**src/rtl/bus_pkg.sv**
```systemverilog
// Shared definitions for the IFU/LSU memory-port arbiter.
package bus_pkg;

    typedef enum logic [1:0] {
        IDLE = 2'd0,
        REQ  = 2'd1,
        WAIT = 2'd2
    } state_t;

    localparam logic OWN_IFU = 1'b0;
    localparam logic OWN_LSU = 1'b1;

endpackage

```
**src/rtl/bus_arbiter.sv**
```systemverilog
// Round-robin arbiter sharing one memory port between instruction fetch and load/store,
// with a single outstanding transaction.
module bus_arbiter
    import bus_pkg::*;
#(
    parameter int ADDR_WIDTH = 32,
    parameter int DATA_WIDTH = 32
) (
    input  logic                    clk,
    input  logic                    rst,

    input  logic                    ifu_req_valid,
    output logic                    ifu_req_ready,
    input  logic [ADDR_WIDTH-1:0]   ifu_addr,
    output logic                    ifu_resp_valid,
    output logic [DATA_WIDTH-1:0]   ifu_rdata,

    input  logic                    lsu_req_valid,
    output logic                    lsu_req_ready,
    input  logic [ADDR_WIDTH-1:0]   lsu_addr,
    input  logic                    lsu_wen,
    input  logic [DATA_WIDTH-1:0]   lsu_wdata,
    input  logic [DATA_WIDTH/8-1:0] lsu_wmask,
    output logic                    lsu_resp_valid,
    output logic [DATA_WIDTH-1:0]   lsu_rdata,

    output logic                    mem_req_valid,
    input  logic                    mem_req_ready,
    output logic [ADDR_WIDTH-1:0]   mem_addr,
    output logic                    mem_wen,
    output logic [DATA_WIDTH-1:0]   mem_wdata,
    output logic [DATA_WIDTH/8-1:0] mem_wmask,
    input  logic                    mem_resp_valid,
    input  logic [DATA_WIDTH-1:0]   mem_rdata
);

    state_t state;
    logic   last_grant;
    logic   owner;
    logic   grant_ifu;
    logic   grant_lsu;

    // Readies are held low while rst is asserted so no handshake can be seen during reset.
    always_comb begin
        grant_ifu = 1'b0;
        grant_lsu = 1'b0;
        if (state == IDLE && !rst) begin
            if (ifu_req_valid && lsu_req_valid) begin
                if (last_grant == OWN_IFU) grant_lsu = 1'b1;
                else                       grant_ifu = 1'b1;
            end else if (lsu_req_valid) begin
                grant_lsu = 1'b1;
            end else if (ifu_req_valid) begin
                grant_ifu = 1'b1;
            end
        end
    end

    assign ifu_req_ready = grant_ifu;
    assign lsu_req_ready = grant_lsu;
    assign mem_req_valid = (state == REQ);

    always_ff @(posedge clk or posedge rst) begin
        if (rst) begin
            state          <= IDLE;
            last_grant     <= OWN_IFU;
            owner          <= OWN_IFU;
            mem_addr       <= '0;
            mem_wen        <= 1'b0;
            mem_wdata      <= '0;
            mem_wmask      <= '0;
            ifu_rdata      <= '0;
            lsu_rdata      <= '0;
            ifu_resp_valid <= 1'b0;
            lsu_resp_valid <= 1'b0;
        end else begin
            ifu_resp_valid <= 1'b0;
            lsu_resp_valid <= 1'b0;
            case (state)
                IDLE: begin
                    if (grant_ifu) begin
                        mem_addr   <= ifu_addr;
                        mem_wen    <= 1'b0;
                        mem_wdata  <= '0;
                        mem_wmask  <= '0;
                        owner      <= OWN_IFU;
                        last_grant <= OWN_IFU;
                        state      <= REQ;
                    end else if (grant_lsu) begin
                        mem_addr   <= lsu_addr;
                        mem_wen    <= lsu_wen;
                        mem_wdata  <= lsu_wdata;
                        mem_wmask  <= lsu_wmask;
                        owner      <= OWN_LSU;
                        last_grant <= OWN_LSU;
                        state      <= REQ;
                    end
                end
                REQ: begin
                    if (mem_req_ready) state <= WAIT;
                end
                WAIT: begin
                    if (mem_resp_valid) begin
                        if (owner == OWN_IFU) begin
                            ifu_rdata      <= mem_rdata;
                            ifu_resp_valid <= 1'b1;
                        end else begin
                            if (!mem_wen) lsu_rdata <= mem_rdata;
                            lsu_resp_valid <= 1'b1;
                        end
                        state <= IDLE;
                    end
                end
                default: state <= IDLE;
            endcase
        end
    end

endmodule

```
**config.mk**
```make
export PLATFORM = sky130hd
export DESIGN_NAME = bus_arbiter
export DESIGN_NICKNAME = d
export VERILOG_FILES = /design/src/rtl/bus_pkg.sv /design/src/rtl/bus_arbiter.sv
export SDC_FILE = /design/constraint.sdc
export NUM_CORES = 1
export LEC_CHECK = 0
export ABC_AREA = 1
export BUFFER_PORTS_ARGS = -buffer_cell sky130_fd_sc_hd__buf_4
export CAP_MARGIN = 20
export CORE_AREA = 4 4 122 124
export CTS_CLUSTER_DIAMETER = 30
export DETAILED_ROUTE_END_ITERATION = 8
export DIE_AREA = 0 0 126 128
export MAX_ROUTING_LAYER = met4
export PLACE_DENSITY = 0.76
export SETUP_SLACK_MARGIN = 0.3
export SYNTH_ARGS = -nofsm -noshare
export SYNTH_HDL_FRONTEND = slang
export SYNTH_SLANG_ARGS = --single-unit
```
**constraint.sdc**
```tcl
create_clock -name clk -period 3.5 [get_ports clk]
set_input_delay 0.175 -clock clk [delete_from_list [all_inputs] [get_ports clk]]
set_output_delay 0.175 -clock clk [all_outputs]
set_load 0.02 [all_outputs]
```
==> summary.md, run 1 <==
| Metric | Value |
|---|---|
| H-tree levels | 4 |
| Post-route antenna net violation count | 0 |
| Vias in the first global route | ~5700 |
| Data required time of the worst path | 3320 ps |
| Reg2reg start | state[1] |
| GR Layer Usage met1 | 0.264 |
| Die W | 126 um |
| Slew HR | 0.554 |
| Maximum VDD drop | 565 uV |
| Critical path data arrival time | 2590 ps |
| FF-to-FF path depth | 8 |
| Final Routed Wirelength | 18100 um |
| WS Path Type | flop to output port |
| Clk root buf | clkbuf_16 |
| Post-route minimum period | about 2800 ps |
| Worst skew pair latency | 420 ps |
| RePlAce Congestion | about 0.90 |
| GR peak layer | met2 |
| Netlist cell types | 19 |
| Slowest Stage Delay on Critical Path | 590 ps |
| Post-Syn Area | about 0.0057 sq mm |
| Routed wire per std cell | between 15 and 20 um |
| Die H | around 130 um |
| Max Slew Vio Count | 0 |
| Cells after Synth | 670 |
| Fmax | around 0.36 GHz |
| Grt ovf | 0 |
| Final period util | 0.790 |
| Hold Path Class | input pin to flop |
| Largest net degree at the start of global routing | 75 |
| Crit path from | state[1] |
| Run status | completed |
| Number of remaining DRC errors | 0 |
| Post-Syn Nets | 809 |
| P_leak | between 5 and 6 nW |
| Commonest non-fill, non-tap cell in the layout | buf_4 |
| Final Hold Viols | 0 |
| Final setup viols | 0 |
| First-pass GRT wire length | 28600 um |
| Antenna Cells | 0 |
| Layout Nets | ~1100 |
| Clock Pin Slew Worst Setup and Hold Paths | 60 ps |
| Sequential share of the synthesized area | 0.603 |
| Synth-to-layout area growth | 57.4% |
| Initial Util | 0.416 |
| Yosys reg bits | between 100 and 150 |
| GR Util met3 | 0.0758 |
| Buffers & Inverters on Critical Path | 4 |
| DR vias | 5579 |
| Slowest cell on the critical path | inv_2 |
| Fin Setup TNS | 0 ps |
| Dpl ws | ~1100 ps |
| Crit start category | flop |
| Syn_area_per_cell | 8.55 sq um |
| Levels on crit path | 7 |
| Core Region | 0.0138 sq mm |
| Max cap viols | 0 |
| Power per Cell Area | between 900 and 1000 mW/mm^2 |
| Least-Margin Pin Slew | ~670 ps |
| Std-Cell Rows | between 40 and 50 |
| Post-DP HPWL | about 12000 um |
| DR vias/cell | 4.80 |
| TritonCTS buffer count | 17 |
| Die area | 0.0161 sq mm |
| Crit end category | output port |
| CTS tree | yes |
| Met2 usage | 0.372 |
| Io pins | ~280 |
| Crit-path cells | inv_2 > nand2_1 > nor2_4 > buf_4 > nand2_2 > inv_2 > buf_4 |
| Critical path peak fanout | 38 |
| Ys Warns | 0 |
| Drt initial violations | ~330 |
| All-Layer GR Usage | 0.231 |
| Critical path capture point | lsu_req_ready |
| IO Port Bufs | about 280 |
| Fraction of layout cells with a size suffix above 1 | 0.335 |
| RSZ-0062 raised after global routing | no |
| CTS Buffer Depth | 2 |
| CTS Sinks | 138 |
| Delay-heaviest family, CP | buffers and inverters |
| DRT Pass-1 Iters | 5 |
| Final clock skew | 11.3 ps |
| R2r setup slk | ~1200 ps |
| Final setup margin | 734 ps |
| Initial antenna violation count | 0 |
| Commonest non-fill, non-tap cells in the layout | buf_4 (283), nand2_1 (269), dfrtp_1 (138) |
| R2R Path End | mem_wen |
-- flip-flops by register name (all words and copies together) (netlist names), 2 cells and up --
register and flops:
mem_wdata 32, lsu_rdata 32, mem_addr 32, ifu_rdata 32, mem_wmask 4, state 2
-- report_power, final --
group / total [mW] / switching, mW / leakage (nW) / internal [mW]
clock: 1.99 / 0.666 / 0.320 / 1.32
combinational: 3.63 / 2.15 / 2.94 / 1.49
sequential: 2.78 / 0.439 / 1.76 / 2.34
-- cell type report --
type / count / area (sq um)
fill: 1130 / 4760
sequential: 138 / 3450
timing repair buffer: 326 / 2580
multi-input combinational: 447 / 1930
clock buffer: 21 / 470
tap: 180 / 225
clock inverter: 10 / 189
inverter: 41 / 158
-- worst reg2reg max path: stages, from the launching register on --
cell	delay, ps
dfrtp_1	390
inv_2	70
nand2_1	80
nor2_4	120
buf_4	340
nand2_2	310
nand2_1	380
buf_4	330
o21ai_0	120
-- worst min path at each step --
| stage | start | to | slack [ps] | depth (start not counted) |
|---|---|---|---|---|
| after CTS | mem_rdata[23] | lsu_rdata[23] | 4 | 3 |
| after floorplan | mem_resp_valid | state[1] | 280 | 1 |
| after global routing | mem_rdata[19] | lsu_rdata[19] | 7 | 3 |
| final | mem_rdata[21] | lsu_rdata[21] | 20 | 3 |
| after detailed placement | lsu_wdata[8] | mem_wdata[8] | 380 | 3 |
| after global placement | lsu_wdata[8] | mem_wdata[8] | 380 | 3 |
-- synth_stat cells --
master / number / share of area
a21boi_1: 1 / 0.0013
a21boi_2: 1 / 0.0020
buf_1: 8 / 0.0052
buf_2: 15 / 0.013
buf_4: 2 / 0.0026
buf_6: 1 / 0.0020
clkbuf_1: 18 / 0.012
dfrtp_1: 138 / 0.60
inv_1: 36 / 0.024
inv_2: 5 / 0.0033
nand2_1: 270 / 0.18
nand2_2: 2 / 0.0022
nand3_1: 101 / 0.088
nor2_1: 2 / 0.0013
nor2_2: 1 / 0.0011
nor2_4: 1 / 0.0020
o21ai_0: 58 / 0.051
o21ai_1: 9 / 0.0079
o311ai_0: 1 / 0.0015
-- logic make-up after synthesis --
group | share of synthesized area
buffers and inverters | 0.0616
AND/OR/NAND/NOR | 0.272
flip-flops | 0.603
AO/OA/AOI/OAI | 0.0634
-- timing repair --
| action | 4_1_cts | 5_1_grt |
|---|---|---|
| setup buffers | 0 | 0 |
| resized for setup | 0 | 0 |
| hold buffers | 39 | 1 |
| hold endpoints to repair | 38 | 66 |
-- stage by stage --
stage	cells	instance area [sq um]	hold WS (ps)	utilization	total power [mW]
2_1_floorplan	670	5730	283	-	4.70
3_3_place_gp	1090	7910	375	0.574	6.31
3_5_place_dp	1090	7910	379	0.574	6.38
4_1_cts	1160	8960	3.89	0.651	8.45
5_1_grt	1163	9010	7.33	0.654	8.91
6_report	1163	9010	21.3	0.654	8.40
-- layer usage --
metal,part of all wire,wire (um)
met1,0.38,6870
met4,0.034,619
met3,0.082,1480
met5,0,0
met2,0.50,9100
No activity file was read; power rests on OpenSTA's default activity.
==> run 2, diff against run 1 <==
==> constraint.sdc (replaced) <==
create_clock -name clk -period 2.2 [get_ports clk]
set_input_delay 0.11 -clock clk [delete_from_list [all_inputs] [get_ports clk]]
set_output_delay 0.11 -clock clk [all_outputs]
set_load 0.02 [all_outputs]
==> run 2 against run 1 <==
Clock skew barely moved. Count of clock-buffer cells in the layout rose by 1. Wire length rose by 10%. Flip-flop and latch count did not move. Sequential share of layout area fell by 2.7 points. Highest routed layer unchanged.
==> summary.md, run 2 (synthesized netlist as in run 1, its figures left out) <==
| Metric | Value |
|---|---|
| All-Layer GR Usage | 0.250 |
| Top sig layer | met4 |
| R2r setup slk | roughly 470 ps |
| Fmax | 0.538 GHz |
| Switching Share | 0.392 |
| Run status | completed |
| Reg power frac | 0.327 |
| Hold Path Class | input pin to flop |
| Clock Pin Slew Worst Setup and Hold Paths | ~50 ps |
| Number of remaining DRC errors | 0 |
| WS Path Type | flop to output port |
| Least-Margin Pin Slew | 579 ps |
| WL met3 | approximately 1400 um |
| Commonest non-fill, non-tap cells in the layout | buf_4 (287), nand2_1 (269), dfrtp_1 (138) |
| Core Region | roughly 0.014 sq mm |
| Drt initial violations | ~450 |
| # fillers | 995 |
| Final Routed Wirelength | between 15000 and 20000 um |
| Maximum VDD drop | about 860 uV |
| P_int | around 8.2 mW |
| Die area | between 0.015 and 0.02 sq mm |
| Hold slack final | between 15 and 20 ps |
| IO Port Bufs | approximately 280 |
| Vias in the first global route | between 6000 and 7000 |
| P_leak | approximately 5.3 nW |
| DP Cell Count | between 1000 and 1500 |
| Final setup viols | 0 |
| Critical path peak fanout | 12 |
| Power per Cell Area | between 1000 and 1500 mW/mm^2 |
| RSZ-0062 raised after global routing | yes |
| Design area | between 0.009 and 0.01 sq mm |
| Crit end category | output port |
| Multi-input combinational cell area | roughly 0.0020 sq mm |
| Grt ovf | 0 |
| Synth-to-layout area growth | 69.3% |
| Crit start category | flop |
| DR vias | between 6000 and 7000 |
| Data required time of the worst path | approximately 2100 ps |
| Final Hold Viols | 0 |
| Worst skew pair latency | 410 ps |
| Initial antenna violation count | 0 |
| Max cap viols | 0 |
| Metal-1 WL | roughly 7500 um |
| Die W | 126 um |
| Post-route minimum period | ~1900 ps |
| Post-DP HPWL | between 10000 and 15000 um |
| Post-route insts no fill | 1230 |
| Fraction of layout cells with a size suffix above 1 | 0.320 |
| Final total power | about 14 mW |
| CTS tree | yes |
| Clk root buf | clkbuf_16 |
| Die H | about 130 um |
| DP Area | 0.00798 sq mm |
| Final clock skew | about 11 ps |
| Io pins | between 200 and 300 |
| Max Slew Vio Count | 0 |
| Seq. cell area | between 0.003 and 0.004 sq mm |
| Comb pwr share | 0.447 |
| Commonest non-fill, non-tap cell in the layout | buf_4 |
| Std-Cell Rows | 43 |
| Slew HR | 0.614 |
| RePlAce Congestion | 0.856 |
| Initial Util | 0.416 |
| Routed wire per std cell | around 16 um |
| Fin Setup TNS | 0 ps |
| H-tree levels | 4 |
| DR vias/cell | between 4 and 5 |
| Clk pwr share | 0.225 |
| CTS Sinks | ~140 |
| Largest net degree at the start of global routing | 99 |
| CTS Buffer Depth | 2 |
| Sw Pwr | roughly 5.3 mW |
| TritonCTS buffer count | 17 |
| Layout Nets | ~1200 |
| Post-route antenna net violation count | 0 |
| DRT Pass-1 Iters | 6 |
| First-pass GRT wire length | ~31000 um |
| Critical path data arrival time | ~1800 ps |
| Met2 wire len | between 10000 and 15000 um |
| Final period util | 0.845 |
==> run 2: path summary, 6_finish.rpt <==
path                               start             end  cells past startpoint
max in group asynchronous            rst    mem_wmask[1]                      4
hold reg to reg            lsu_rdata[20]   lsu_rdata[20]                      2
setup reg to reg                state[0]     mem_addr[2]                      9
setup / recovery                state[0]   lsu_req_ready                      6
min in group asynchronous            rst  lsu_resp_valid                      4
hold / removal              lsu_addr[13]    mem_addr[13]                      5
==> run 2: worst max-delay path, cell delays in order, from the launching register on <==
cell	delay, ps
dfrtp_1	390
inv_2	70
nand2_1	80
nor2_4	210
nand2_2	120
inv_2	260
buf_4	210
==> run 2: area by class of cell <==
| cell class | instances | share of cell area |
|---|---|---|
| Multi-Input combinational cell | 448 | 0.202 |
| Timing Repair Buffer | 390 | 0.336 |
| Sequential cell | 138 | 0.356 |
| Clock buffer | 22 | 0.0489 |
| Antenna cell | 1 | 0.000258 |
| Clock inverter | 10 | 0.0169 |
| Inverter | 41 | 0.0163 |
| Tap cell | 180 | 0.0232 |
==> run 2: metrics by stage <==
step	utilization	setup WS, ps
6_report	0.704	342
5_1_grt	0.703	259
4_1_cts	0.701	323
3_5_place_dp	0.579	468
3_3_place_gp	0.579	528
2_1_floorplan	-	369
==> run 2: power by group through the flow <==
stage | Combinational (mW) | Sequential, mW | Clock [mW]
detailed placement | 5.80 | 4.41 | 0
global route | 6.55 | 4.57 | 3.22
CTS | 6.02 | 4.41 | 3.11
floorplan | 1.68 | 5.79 | 0
global placement | 5.69 | 4.40 | 0
finish | 6.07 | 4.44 | 3.05
==> run 2: per-layer routing <==
metal,track usage,vias up
met4,0.103,0
met5,-,-
met2,0.431,283
met3,0.0588,47
met1,0.282,2876
li1,-,2863
==> run 2: repair_timing <==
| action | 4_1_cts | 5_1_grt |
|---|---|---|
| resized for setup | 3 | 0 |
| setup endpoints to repair | 1 | 3 |
| setup buffers | 0 | 3 |
| pin swaps | 0 | 2 |
| hold buffers | 98 | 0 |
| endpoints found under the hold margin | 265 | 0 |
| cloned | 1 | 1 |
==> run 3, diff against run 2 <==
--- a/config.mk
+++ b/config.mk
@@ -5,15 +5,15 @@
 export SDC_FILE = /design/constraint.sdc
 export NUM_CORES = 1
 export LEC_CHECK = 0
-export ABC_AREA = 1
+export ABC_AREA = 0
 export BUFFER_PORTS_ARGS = -buffer_cell sky130_fd_sc_hd__buf_4
 export CAP_MARGIN = 20
-export CORE_AREA = 4 4 122 124
+export CORE_AREA = 4 4 118 120
 export CTS_CLUSTER_DIAMETER = 30
 export DETAILED_ROUTE_END_ITERATION = 8
-export DIE_AREA = 0 0 126 128
+export DIE_AREA = 0 0 122 124
 export MAX_ROUTING_LAYER = met4
-export PLACE_DENSITY = 0.76
+export PLACE_DENSITY = 0.8
 export SETUP_SLACK_MARGIN = 0.3
 export SYNTH_ARGS = -nofsm -noshare
 export SYNTH_HDL_FRONTEND = slang
==> constraint.sdc (replaced) <==
create_clock -name clk -period 1.8 [get_ports clk]
set_input_delay 0.09 -clock clk [delete_from_list [all_inputs] [get_ports clk]]
set_output_delay 0.09 -clock clk [all_outputs]
set_load 0.02 [all_outputs]
==> run 3 against run 2 <==
The run now ends with negative setup slack left. Power rose by 38%. Clock skew up 0.81 ps. Die area fell by 6.2%. Non-clock buffer count increased by 36. Register-to-register slack lost 480 ps. Utilization increased by 14 points. Final area is 14% higher. Via count increased by 1.5%. Worst hold slack better by 32 ps. Flip-flop and latch count did not move. Synthesized cell count is 31% lower. Largest cell class is now non-clock buffers.
==> summary.md, run 3 <==
| Metric | Value |
|---|---|
| Run status | finished with violations |
| Failing checks | negative setup slack |
| WS Path Type | flop to flop |
| Initial antenna violation count | 3 |
| Max Slew Vio Count | 0 |
| RePlAce Congestion | approximately 0.8 |
| H-tree levels | 4 |
| Post-route antenna net violation count | 0 |
| Drt initial violations | approximately 630 |
| Hold Crit Depth | 4 |
| Sequential share of the synthesized area | 0.576 |
| CTS tree | yes |
| Worst skew pair latency | roughly 420 ps |
| Least-Margin Pin Slew | ~710 ps |
| R2r setup slk | -10 ps |
| Netlist cell types | 26 |
| Fraction of layout cells with a size suffix above 1 | 0.534 |
| Async SR Flop Fraction | 1.00 |
| CTS Buffer Depth | 2 |
| Clk root buf | clkbuf_16 |
| Data required time of the worst path | roughly 2100 ps |
| All-Layer GR Usage | 0.319 |
| EDFF count, synth | 0 |
| Core Region | roughly 0.013 sq mm |
| Crit path from | state[0] |
| Post-Syn Area | about 0.0060 sq mm |
| Final clock skew | ~12 ps |
| Post-DP HPWL | ~12000 um |
| FF-to-FF path depth | 6 |
| Io pins | 277 |
| DR vias/cell | about 6 |
| Final Hold Viols | 0 |
| Post-synth top flop | dfrtp_1 |
| Crit start category | flop |
| Largest net degree at the start of global routing | 84 |
| Fin Setup TNS | -65.7 ps |
| Vias in the first global route | approximately 6000 |
| Power per Cell Area | approximately 1700 mW/mm^2 |
| CTS Sinks | roughly 140 |
| Post-synth top cells | dfrtp_1 (138), a22o_1 (37), inv_1 (35), nand2_1 (35) |
| RSZ-0062 raised after global routing | yes |
| Final Routed Wirelength | approximately 28000 um |
| Post-route minimum period | approximately 1800 ps |
| Top post-synthesis cells by area | dfrtp_1 (58%), mux2_4 (7.5%), a22o_1 (5.4%), o22a_1 (4.7%), mux2_2 (4.3%) |
| R2R Path End | lsu_rdata[21] |
| Commonest non-fill, non-tap cells in the layout | buf_4 (287), dfrtp_1 (137), dlygate4sd3_1 (72) |
| Routed wire per std cell | 26.3 um |
| Maximum VDD drop | between 800 and 900 uV |
| Fmax | 0.551 GHz |
| Final setup margin | -14.0 ps |
| Die area | between 0.015 and 0.02 sq mm |
| Syn_area_per_cell | 12.9 sq um |
| Number of remaining DRC errors | 0 |
| Synth-to-layout area growth | 83.6% |
| DRT Pass-1 Iters | 5 |
| Grt ovf | 0 |
| Slew HR | 0.528 |
| Final setup viols | 9 |
| Post-Syn Nets | 604 |
| P_leak | roughly 5.3 nW |
| Core Util, Final | 0.848 |
| Critical path peak fanout | 6 |
| First-pass GRT wire length | ~35000 um |
| Hold Path Class | input pin to flop |
| Reg2reg start | state[0] |
| Critical path data arrival time | about 2100 ps |
| DR vias | just over 6000 |
| Layout Nets | about 1000 |
| TritonCTS buffer count | 17 |
| Initial Util | 0.462 |
| Final period util | 1.01 |
| Die H | ~120 um |
| Die W | 122 um |
| Yosys reg bits | roughly 140 |
| Std-Cell Rows | 42 |
| Commonest non-fill, non-tap cell in the layout | buf_4 |
| Critical path capture point | lsu_rdata[21] |
| Final total power | 18.7 mW |
| Cell taking the most area after synthesis | dfrtp_1 |
| Most common cell in the netlist | dfrtp_1 |
| Clock Pin Slew Worst Setup and Hold Paths | approximately 60 ps |
| Yosys top cell area share | 0.576 |
| Ys Warns | 0 |
| Dpl ws | approximately 180 ps |
| # fillers | about 590 |
| Cells after Synth | around 470 |
| IO Port Bufs | ~280 |
| Max cap viols | 0 |
| Crit end category | flop |
==> run 3: per-stage QoR <==
step           instances  hold WS (ps)  cell area, sq um
6_report            1054          47.4             11000
3_3_place_gp         889           249              8240
3_5_place_dp         889           258              8240
5_1_grt             1054          45.9             11000
4_1_cts             1031          31.9             10300
2_1_floorplan        465           197              6020
==> run 3: how the worst min path moves through the flow <==
stage	startpoint	end	slack, ps
detailed placement	rst	mem_wdata[29]	260
global placement	rst	mem_wdata[29]	250
floorplan	mem_resp_valid	state[1]	200
finish	lsu_addr[6]	mem_addr[6]	50
CTS	lsu_addr[14]	mem_addr[14]	30
global route	lsu_addr[20]	mem_addr[20]	50
==> run 3: where the power goes <==
part	internal, mW	switching [mW]
Clock	1.88	1.38
Combinational	5.03	4.64
Sequential	4.55	1.21
==> run 3: what timing repair did <==
item	in CTS	in global routing
pin swaps	10	31
setup endpoints to repair	135	137
hold buffers	72	0
buffers inserted	22	7
endpoints found under the hold margin	241	0
resized for setup	53	56
cloned	19	13
==> run 3: logic make-up (layout without fill, tap and decap cells) <==
| family | after synthesis | after routing | share of synthesized area |
|---|---|---|---|
| flip-flops | 138 | 138 | 0.576 |
| AO/OA/AOI/OAI | 136 | 136 | 0.177 |
| multiplexers | 64 | 64 | 0.139 |
| other | 0 | 3 | 0 |
| buffers and inverters | 80 | 490 | 0.0691 |
| AND/OR/NAND/NOR | 47 | 47 | 0.0390 |
==> run 3: cell type report <==
cell class                 count  area [sq um]  area share
timing repair buffer         426          4240       0.385
sequential                   138          3450       0.314
multi-input combinational    247          2430       0.220
clock buffer                  22           484      0.0440
tap                          176           220      0.0200
inverter                      35           135      0.0123
clock inverter                 7          45.0     0.00409
antenna                        3          7.51    0.000682
==> run 3: worst max-delay path: stages (launching register included) <==
cell and delay (ps):
dfrtp_1 440, buf_6 150, and4b_1 280, nor2b_4 220, buf_6 150, buf_12 130, mux2_4 310
==> run 3: metal layers <==
| layer | global-route usage | vias to the layer above | wire, um |
|---|---|---|---|
| met3 | 0.0813 | 129 | 2560 |
| met5 | - | - | 0 |
| met4 | 0.144 | 0 | 1460 |
| met2 | 0.531 | 464 | 13900 |
| li1 | - | 2504 | - |
| met1 | 0.368 | 3064 | 9790 |
